**src/rtl/iq_pair_sequencer.sv**
```systemverilog
// iq_pair_sequencer: walks the pair mux select over one frame and streams each registered I/Q pair downstream
module iq_pair_sequencer #(
  parameter int DATA_W  = 9,
  parameter int N_PAIRS = 5,
  parameter int SEL_W   = 3
) (
  input  logic              clk,
  input  logic              rst,
  input  logic              frame_valid,
  output logic              frame_ready,
  output logic [SEL_W-1:0]  mux_sel,
  input  logic [DATA_W-1:0] mux_a,
  input  logic [DATA_W-1:0] mux_b,
  output logic [DATA_W-1:0] pair_i,
  output logic [DATA_W-1:0] pair_q,
  output logic [SEL_W-1:0]  pair_idx,
  output logic              pair_last,
  output logic              pair_valid,
  input  logic              pair_ready,
  output logic              frame_done,
  output logic              overrun,
  input  logic              overrun_clr
);
  typedef enum logic [1:0] {IDLE, LOAD, OUT} state_t;
  state_t state, state_n;
  logic [SEL_W-1:0] sel_n;
  logic done_n;
  logic hs;
  logic last;
  always_comb begin
    state_n = state;
    sel_n   = mux_sel;
    done_n  = 1'b0;
    hs      = pair_valid && pair_ready;
    last    = mux_sel == SEL_W'(N_PAIRS - 1);
    case (state)
      IDLE: begin
        state_n = frame_valid ? LOAD : IDLE;
        sel_n   = '0;
      end
      LOAD: state_n = OUT;
      OUT: if (hs) begin
        state_n = last ? IDLE : LOAD;
        sel_n   = last ? '0 : mux_sel + SEL_W'(1);
        done_n  = last;
      end
      default: begin
        state_n = IDLE;
        sel_n   = '0;
      end
    endcase
  end
  always_ff @(posedge clk) begin
    if (rst) begin
      state       <= IDLE;
      mux_sel     <= '0;
      frame_ready <= 1'b1;
      pair_valid  <= 1'b0;
      frame_done  <= 1'b0;
      pair_i      <= '0;
      pair_q      <= '0;
      pair_idx    <= '0;
      overrun     <= 1'b0;
    end else begin
      state       <= state_n;
      mux_sel     <= sel_n;
      frame_ready <= state_n == IDLE;
      pair_valid  <= state_n == OUT;
      frame_done  <= done_n;
      overrun     <= (frame_valid && state != IDLE) || (overrun && !overrun_clr);
      if (state == LOAD) begin
        pair_i   <= mux_a;
        pair_q   <= mux_b;
        pair_idx <= mux_sel;
      end
    end
  end
  assign pair_last = pair_valid && pair_idx == SEL_W'(N_PAIRS - 1);
endmodule

```
**config.mk**
```make
export PLATFORM = sky130hd
export DESIGN_NAME = iq_pair_sequencer
export DESIGN_NICKNAME = d
export VERILOG_FILES = /design/src/rtl/iq_pair_sequencer.sv
export SDC_FILE = /design/constraint.sdc
export NUM_CORES = 1
export LEC_CHECK = 0
export CAP_MARGIN = 20
export CORE_MARGIN = 5
export CORE_UTILIZATION = 43
export DETAILED_ROUTE_END_ITERATION = 10
export PLACE_DENSITY = 0.83
export SLEW_MARGIN = 5
export SYNTH_ARGS = -nofsm -noshare
export SYNTH_HDL_FRONTEND = slang
export SYNTH_SLANG_ARGS = --single-unit
```
**constraint.sdc**
```tcl
create_clock -name clk -period 2.3 [get_ports clk]
set_input_delay 0.575 -clock clk [delete_from_list [all_inputs] [get_ports clk]]
set_output_delay 0.575 -clock clk [all_outputs]
set_load 0.02 [all_outputs]
```
Word-level counts from Yosys, hierarchy flattened:

Index checks and enable logic that the tools add are counted.

* register bits after elaboration: 30
* latch bits: 0
* bits in read-only memories: 0
* output and inout port bits: 29
* memories kept: 0
* memory bits (writable): 0
* input bits: 23
* word-level logic and storage cells: 37

* shifts and indexed selects: 0
* equality and inequality tests: 6
* multiplexer cells: 7
* multipliers: 0
* add/subtract/negate cells: 1
* reductions and logical operators: 11
* $lt $le $gt $ge: 0
* bitwise gates (word level): 3
* div/mod/pow operators: 0

Operator list (count)
* $eq A3 B3 Y1 const B: 2
* $mux W3: 2
* $pmux W2 S3: 1
* $pmux W3 S2: 1
* $eq A2 B2 Y1 const B: 2
* $logic_and A1 B1 Y1: 4
* $logic_not A2 Y1: 2
* $add A3 B1 Y3 const B: 1
* $not A1 Y1: 3
* $reduce_or A3 Y1: 1
* $eq A2 B1 Y1 const B: 1
* $mux W1: 2
* $mux W2: 1
* $ne A2 B2 Y1 const B: 1
* $reduce_and A2 Y1: 1
* $reduce_bool A2 Y1: 1
* $logic_not A1 Y1: 1
* $logic_or A1 B1 Y1: 1

Depth between registers and ports, before layout:

Gate-level depths: netlist of the first run.

* depth in word-level cells: 5
* depth in mapped cells: 5
* gate-level depth less buffers: 5

Worst setup path after synthesis of the first run:

Ideal clock, no wire load.

* kind: reg-to-output
* from: reg pair_valid
* to: out pair_last
* setup slack: 0.479 ns
* data arrival time: 1.246 ns
* data required time: 1.725 ns
* cell stages (with the launch flop): 2
* buffers on the path: 0
* cell sequence: dfxtp_1 -> nor4bb_1

* word-level cells in the longest chain between the ends: 1

RTL lines
* start, declared: RTL line 18 `output logic pair_valid,`
* start signal, assigned: RTL line 58 `pair_valid <= 1'b0;`
* start signal, assigned: RTL line 68 `pair_valid <= state_n == OUT;`
* $logic_and A1 B1 Y1: RTL line 78 `assign pair_last = pair_valid && pair_idx == SEL_W'(N_PAIRS - 1);`
* end, declared: RTL line 17 `output logic pair_last,`

Every way passes these cells.

Worst setup path in the final report of the first run:

* from: reg pair_valid
* to: out pair_valid

No word-level cell between the ends.

==> results of run 1 <==
per-stage QoR:
step / hold WS (ns) / cells / instance area, µm²
final: 0.456 / 219 / 1730
after floorplan: 0.502 / 134 / 1120
after detailed placement: 0.448 / 211 / 1650
after global placement: 0.441 / 211 / 1650
after global routing: 0.474 / 219 / 1730
after CTS: 0.461 / 219 / 1730
how the worst max path moves through the flow:
| stage | startpoint | end | slack (ns) | cells after the start |
|---|---|---|---|---|
| final | pair_valid$_SDFF_PP0_ | pair_valid | 0.31 | 1 |
| after global routing | pair_valid$_SDFF_PP0_ | pair_valid | 0.24 | 1 |
| after CTS | pair_valid$_SDFF_PP0_ | pair_last | 0.01 | 2 |
| after detailed placement | pair_valid$_SDFF_PP0_ | pair_last | 0.38 | 2 |
| after global placement | pair_valid$_SDFF_PP0_ | pair_last | 0.40 | 2 |
| after floorplan | pair_valid$_SDFF_PP0_ | pair_last | 0.48 | 1 |
power groups by stage:
stage	sequential [mW]	clock, mW	combinational [mW]
after global placement	0.568	0	0.170
after detailed placement	0.569	0	0.173
after CTS	0.557	0.412	0.174
after floorplan	0.592	0	0.0579
after global routing	0.562	0.442	0.185
final	0.557	0.403	0.172
layout make-up:
| cell class | count | area (µm²) |
|---|---|---|
| well taps | 30 | 37.5 |
| fillers | 205 | 744 |
| multi-input cells | 95 | 474 |
| clock buffers | 5 | 37.5 |
| repair buffers | 54 | 536 |
| inverters | 2 | 7.51 |
| clock inverters | 3 | 40.0 |
| flip-flops and latches | 30 | 601 |
flip-flops by register name (all words and copies together) (netlist names):
name / count
pair_valid: 1
pair_q: 9
frame_ready: 1
mux_sel: 3
overrun: 1
frame_done: 1
pair_i: 9
state: 2
pair_idx: 3
routing by layer:
metal  global-route usage, %  vias to the layer above  share of wire [%]
met5                       0                        -                  0
met4                    8.67                        0                1.7
met3                    7.23                        8                9.4
met2                    27.0                       45                 47
met1                    18.2                      466                 42
li1                        -                      555                  -
layout by cell type (no fill, tap or decap):
cell type	instances
nand3_1	1
clkbuf_4	5
or3_1	1
a211oi_1	1
nand2b_1	4
dfxtp_1	30
clkdlybuf4s50_1	50
bufinv_16	1
o211ai_1	1
clkinv_2	2
and2b_1	1
nor2b_1	1
a21oi_1	24
o21ai_0	3
nor2_1	3
nand4_1	1
dlymetal6s2s_1	1
buf_4	3
o32ai_1	1
a21o_1	1
nand3b_1	1
nor4bb_1	1
o21bai_1	1
and4b_1	1
o31ai_1	1
ha_1	2
inv_1	2
nor3b_1	1
nand2_1	44
Yosys cell counts:
| library cell | number | area, µm² |
|---|---|---|
| clkbuf_1 | 3 | 11.3 |
| a21o_1 | 1 | 7.51 |
| dfxtp_1 | 30 | 601 |
| o31ai_1 | 1 | 7.51 |
| nor2_1 | 3 | 11.3 |
| nor4bb_1 | 1 | 10.0 |
| o21ai_0 | 3 | 15.0 |
| nand2_1 | 44 | 165 |
| buf_4 | 2 | 15.0 |
| o32ai_1 | 1 | 8.76 |
| o21bai_1 | 1 | 7.51 |
| nand4_1 | 1 | 6.26 |
| and2b_1 | 1 | 7.51 |
| nand2b_1 | 4 | 25.0 |
| ha_1 | 2 | 25.0 |
| nand3b_1 | 1 | 7.51 |
| nand3_1 | 1 | 5.00 |
| a211oi_1 | 1 | 7.51 |
| nor2b_1 | 1 | 6.26 |
| o211ai_1 | 1 | 7.51 |
| nor3b_1 | 1 | 7.51 |
| a21oi_1 | 24 | 120 |
| buf_2 | 2 | 10.0 |
| or3_1 | 1 | 6.26 |
| and4b_1 | 1 | 10.0 |
| inv_1 | 2 | 7.51 |
cells by family (layout without fill, tap and decap cells):
| logic type | count (synthesis) | after routing | share of synthesized area, % |
|---|---|---|---|
| simple gates | 60 | 60 | 23.9 |
| compound gates | 33 | 33 | 16.2 |
| flops | 30 | 30 | 53.7 |
| buf+inv | 9 | 64 | 3.91 |
| fa+ha+maj | 2 | 2 | 2.24 |
worst register-to-register path: stages, from the launching register on:
cell	delay, ns
dfxtp_1	0.43
nand2b_1	0.62
nand2_1	0.15
a21oi_1	0.18
timing repair:
action	CTS	global route
endpoints found under the hold margin	0	0
setup endpoints to repair	0	1
setup buffers	0	0
resized for setup	0	1
hold buffers	0	0
==> metrics.cfg, run 1 <==
[synth]
synth_cell_types=26
synthCells=134
ys_ff_latch=30
yosysWarningCount=0
yosysSeqAreaShare_pct=53.7
synth_area_um2=1120
synth_area_per_cell_um2=8.35
synth_nets=159

[min_path]
hold_path_end=pair_i[8]$_SDFFE_PP0N_
whs_path_depth=2
min_path_type=register to register
hp-start=pair_i[8]$_SDFFE_PP0N_

[setup_path]
cp.arrival_ns=1.41
path_buf_inv=1
endpoint_kind=output pin
cp.required_ns=1.73
reg2reg_from=state[1]$_SDFF_PP0_
slowest_stage=clkdlybuf4s50_1
worst-path-max-fanout=6
r2r_slack_ns=0.85
crit_family=buffers and inverters
r2r_cells=3
startpoint_type=register
cp_slowest_stage_delay_ns=0.66
timing.rr.end=pair_q[6]$_SDFFE_PP0N_
path_class=register to output pin
crit_chain=clkdlybuf4s50_1

[power]
pwr-share-clk_pct=35.6
combPwrFrac_pct=15.2
p_per_area_nw_per_um2=653
internal_power_mw=0.857
ir_worst_vdd_v=0.000594
switching_share_pct=24.3
seqPwrFrac_pct=49.2
p_total_mw=1.13
p_leak_nw=0.640
p_sw_mw=0.275

[timing]
hold_viol=0
maxSlewViolCount=0
worst_pin_slew_ns=0.739
min_period_ns=1.99
finClkSkew_ns=0.00485
final-setup-viol-count=0
setup_tns_ns=0
fin_ws_ns=0.315
fmax_mhz=504
rsz0062_at_grt=no
slew_headroom_pct=50.8
fin_crit_sh_pct=86.3

[finish]
diodes=0
final_util_pct=69.9
final_nets=213
layout-drive-gt1-share_pct=5.82
area_delta_synth_final_pct=54.9

[floorplan]
die_w_um=61.0
core_region_area_um2=2480
rows=18
start_util_pct=45.2
design.die.area_um2=3720
die_h_um=61.0
io-pin-count=52

[placement]
io_buffers=51
place_ws_ns=0.380
gp_congestion=0.882
hpwl_um=2140

[grt]
antenna_found_initial=0
grt.overflow.total=0
grt_pass1_wl_um=4470
first_global_vias=1044
grt_start_max_net_pins=22
grt_util_all_layers_pct=16.6

[clock_tree]
cts_tree=built
clk_path_buf_depth=2
clock-sinks=30
root_buffer=clkbuf_4
clk_latency_ns=0.33
clk_pin_slew_ns=0.09
htreeDepth=2
numCtsBuffers=5

[detailed_routing]
dr.first_iter.drc_count=32
wirelength_um=2820
wire_per_inst_um=12.9
drc=0
routed-via-count=1074
ant_nets=0
vias_per_cell=4.90
detail_route.first_pass.iterations=4

[status]
outcome=completed

[flow_run]
cap_violations=0

No activity file was read; power rests on OpenSTA's default activity.
==> inputs of run 2 (changes only) <==
--- a/config.mk
+++ b/config.mk
@@ -5,7 +5,7 @@
 export SDC_FILE = /design/constraint.sdc
 export NUM_CORES = 1
 export LEC_CHECK = 0
-export CAP_MARGIN = 20
+export CAP_MARGIN = 30
 export CORE_MARGIN = 5
 export CORE_UTILIZATION = 43
 export DETAILED_ROUTE_END_ITERATION = 10
==> results of run 2 <==
Final layout, timing and power as in run 1 (identical DEF).
==> inputs of run 3 (changes only) <==
--- a/config.mk
+++ b/config.mk
@@ -6,6 +6,7 @@
 export NUM_CORES = 1
 export LEC_CHECK = 0
 export CAP_MARGIN = 30
+export CORE_ASPECT_RATIO = 0.9
 export CORE_MARGIN = 5
 export CORE_UTILIZATION = 43
 export DETAILED_ROUTE_END_ITERATION = 10
==> metrics.cfg, run 3 (synthesized netlist as in run 1, its figures left out) <==
[status]
outcome=completed

[placement]
io_buffers=51  ; unchanged
hpwl_um=2200  ; +3.0%
gp_congestion=0.945  ; +7.2%
dp.cells=209  ; -0.95%

[setup_path]
crit_family=buffers and inverters
reg2reg_from=state[1]$_SDFF_PP0_
r2r_slack_ns=0.87  ; +0.02 ns
cp_slowest_stage_delay_ns=0.64  ; -0.02 ns
timing.rr.end=pair_q[4]$_SDFFE_PP0N_
cp.arrival_ns=1.38  ; -0.03 ns
crit_chain=clkdlybuf4s50_1
worst-path-max-fanout=5  ; -1
critical_path_cell_count=1  ; unchanged
crit_path_start=mux_sel[2]$_SDFFE_PP0P_
startpoint_type=register
path_class=register to output pin
slowest_stage=clkdlybuf4s50_1
cp.required_ns=1.73  ; about the same
cp-endpoint=mux_sel[2]
r2r_cells=3  ; unchanged
path_buf_inv=1  ; unchanged
endpoint_kind=output pin

[floorplan]
core_region_area_um2=2470  ; -0.40%
die_w_um=63.8  ; +4.5%
die_h_um=58.4  ; -4.3%
io-pin-count=52  ; unchanged
rows=17  ; -1
design.die.area_um2=3720  ; about the same
start_util_pct=45.3  ; +0.18 points

[finish]
diodes=0  ; unchanged
fill_cells=216  ; +5.4%
final_util_pct=69.4  ; -0.53 points
final_nets=213  ; unchanged
multiInputGateArea_um2=474  ; unchanged
layout-drive-gt1-share_pct=5.29  ; -0.53 points
seq_area_um2=601  ; unchanged
final_common_cell=clkdlybuf4s50_1
finalNonFillerCells=217  ; -0.91%
top_regs=pair_i: 9 flops, pair_q: 9 flops
final_cell_mix=clkdlybuf4s50_1, nand2_1, dfxtp_1, a21oi_1, clkbuf_4
area_delta_synth_final_pct=53.1

[grt]
first_global_vias=1132  ; +8.4%
grt_start_max_net_pins=22  ; unchanged
grt_util_all_layers_pct=16.7  ; +0.16 points
grt.overflow.total=0  ; unchanged
grt_pass1_wl_um=4970  ; +11%
antenna_found_initial=0  ; unchanged

[timing]
min_period_ns=1.96  ; -0.0267 ns
hold_viol=0  ; unchanged
rsz0062_at_grt=no
setup_tns_ns=0  ; unchanged
final-setup-viol-count=0  ; unchanged
hold-worst-slack_ns=0.456  ; +0.000305 ns
maxSlewViolCount=0  ; unchanged
finClkSkew_ns=0.0102  ; +0.00533 ns
fmax_mhz=511  ; +1.4%
fin_crit_sh_pct=85.1  ; -1.2 points
worst_pin_slew_ns=0.746  ; +0.00696 ns
slew_headroom_pct=50.3  ; -0.46 points

[detailed_routing]
wirelength_um=2870  ; +1.6%
drc=0  ; unchanged
wire_per_inst_um=13.2  ; +2.5%
vias_per_cell=5.08  ; +3.6%
dr.first_iter.drc_count=46  ; +44%
routed-via-count=1102  ; +2.6%
ant_nets=0  ; unchanged
detail_route.first_pass.iterations=4  ; unchanged

[clock_tree]
clk_path_buf_depth=2  ; unchanged
cts_setup_buffers=0  ; unchanged
htreeDepth=2  ; unchanged
root_buffer=clkbuf_4
clk_latency_ns=0.32  ; about the same
cts_resized=0  ; unchanged
clk_pin_slew_ns=0.10  ; about the same
cts_hold_buf=0  ; unchanged
clock-sinks=30  ; unchanged
cts_tree=built
numCtsBuffers=5  ; unchanged

[power]
p_per_area_nw_per_um2=613  ; -6.2%
ir_worst_vdd_v=0.000487  ; -18%
p_leak_nw=0.631  ; -1.5%

[flow_run]
cap_violations=0  ; unchanged

[min_path]
min_path_type=register to register
hp-start=pair_i[0]$_SDFFE_PP0N_

[run 3: metal layers]
metal	GRT usage, %	vias to the layer above	part of all wire [%]
met2	30.1	27	53
met3	9.54	6	8.2
met5	0	-	0
met1	15.9	511	37
li1	-	558	-
met4	6.23	0	1.4
[run 3: where the power goes]
part / switching (mW) / total [mW] / internal, mW
registers: 0.0150 / 0.557 / 0.542
logic: 0.0822 / 0.172 / 0.0898
clock network: 0.172 / 0.320 / 0.148
[run 3: per-stage QoR]
| stage | worst slack [ns] | instance area (µm²) | total power, mW |
|---|---|---|---|
| CTS | 0.0355 | 1710 | 1.06 |
| finish | 0.342 | 1710 | 1.05 |
| detailed placement | 0.384 | 1650 | 0.743 |
| global route | 0.259 | 1710 | 1.10 |
| floorplan | 0.479 | 1120 | 0.650 |
| global placement | 0.401 | 1650 | 0.738 |
[run 3: worst min path at each step]
stage | end | slack (ns) | cells past startpoint
after floorplan | state[0]$_SDFF_PP0_ | 0.50 | 1
after global placement | pair_i[5]$_SDFFE_PP0N_ | 0.44 | 2
after detailed placement | pair_q[2]$_SDFFE_PP0N_ | 0.45 | 2
after CTS | pair_q[2]$_SDFFE_PP0N_ | 0.46 | 2
after global routing | pair_i[8]$_SDFFE_PP0N_ | 0.49 | 2
final | pair_i[0]$_SDFFE_PP0N_ | 0.46 | 2
[run 3: worst register-to-register path, stage by stage, from the launching register on]
cell	delay (ns)
dfxtp_1	0.44
nand2b_1	0.63
nand2_1	0.14
a21oi_1	0.17
[run 3: final cells by class]
| type | instances | share of cell area [%] |
|---|---|---|
| clock buffer | 7 | 3.21 |
| clock inverter | 1 | 0.292 |
| inverter | 2 | 0.438 |
| multi-input combinational | 95 | 27.7 |
| sequential | 30 | 35.1 |
| tap | 28 | 2.05 |
| timing repair buffer | 54 | 31.3 |
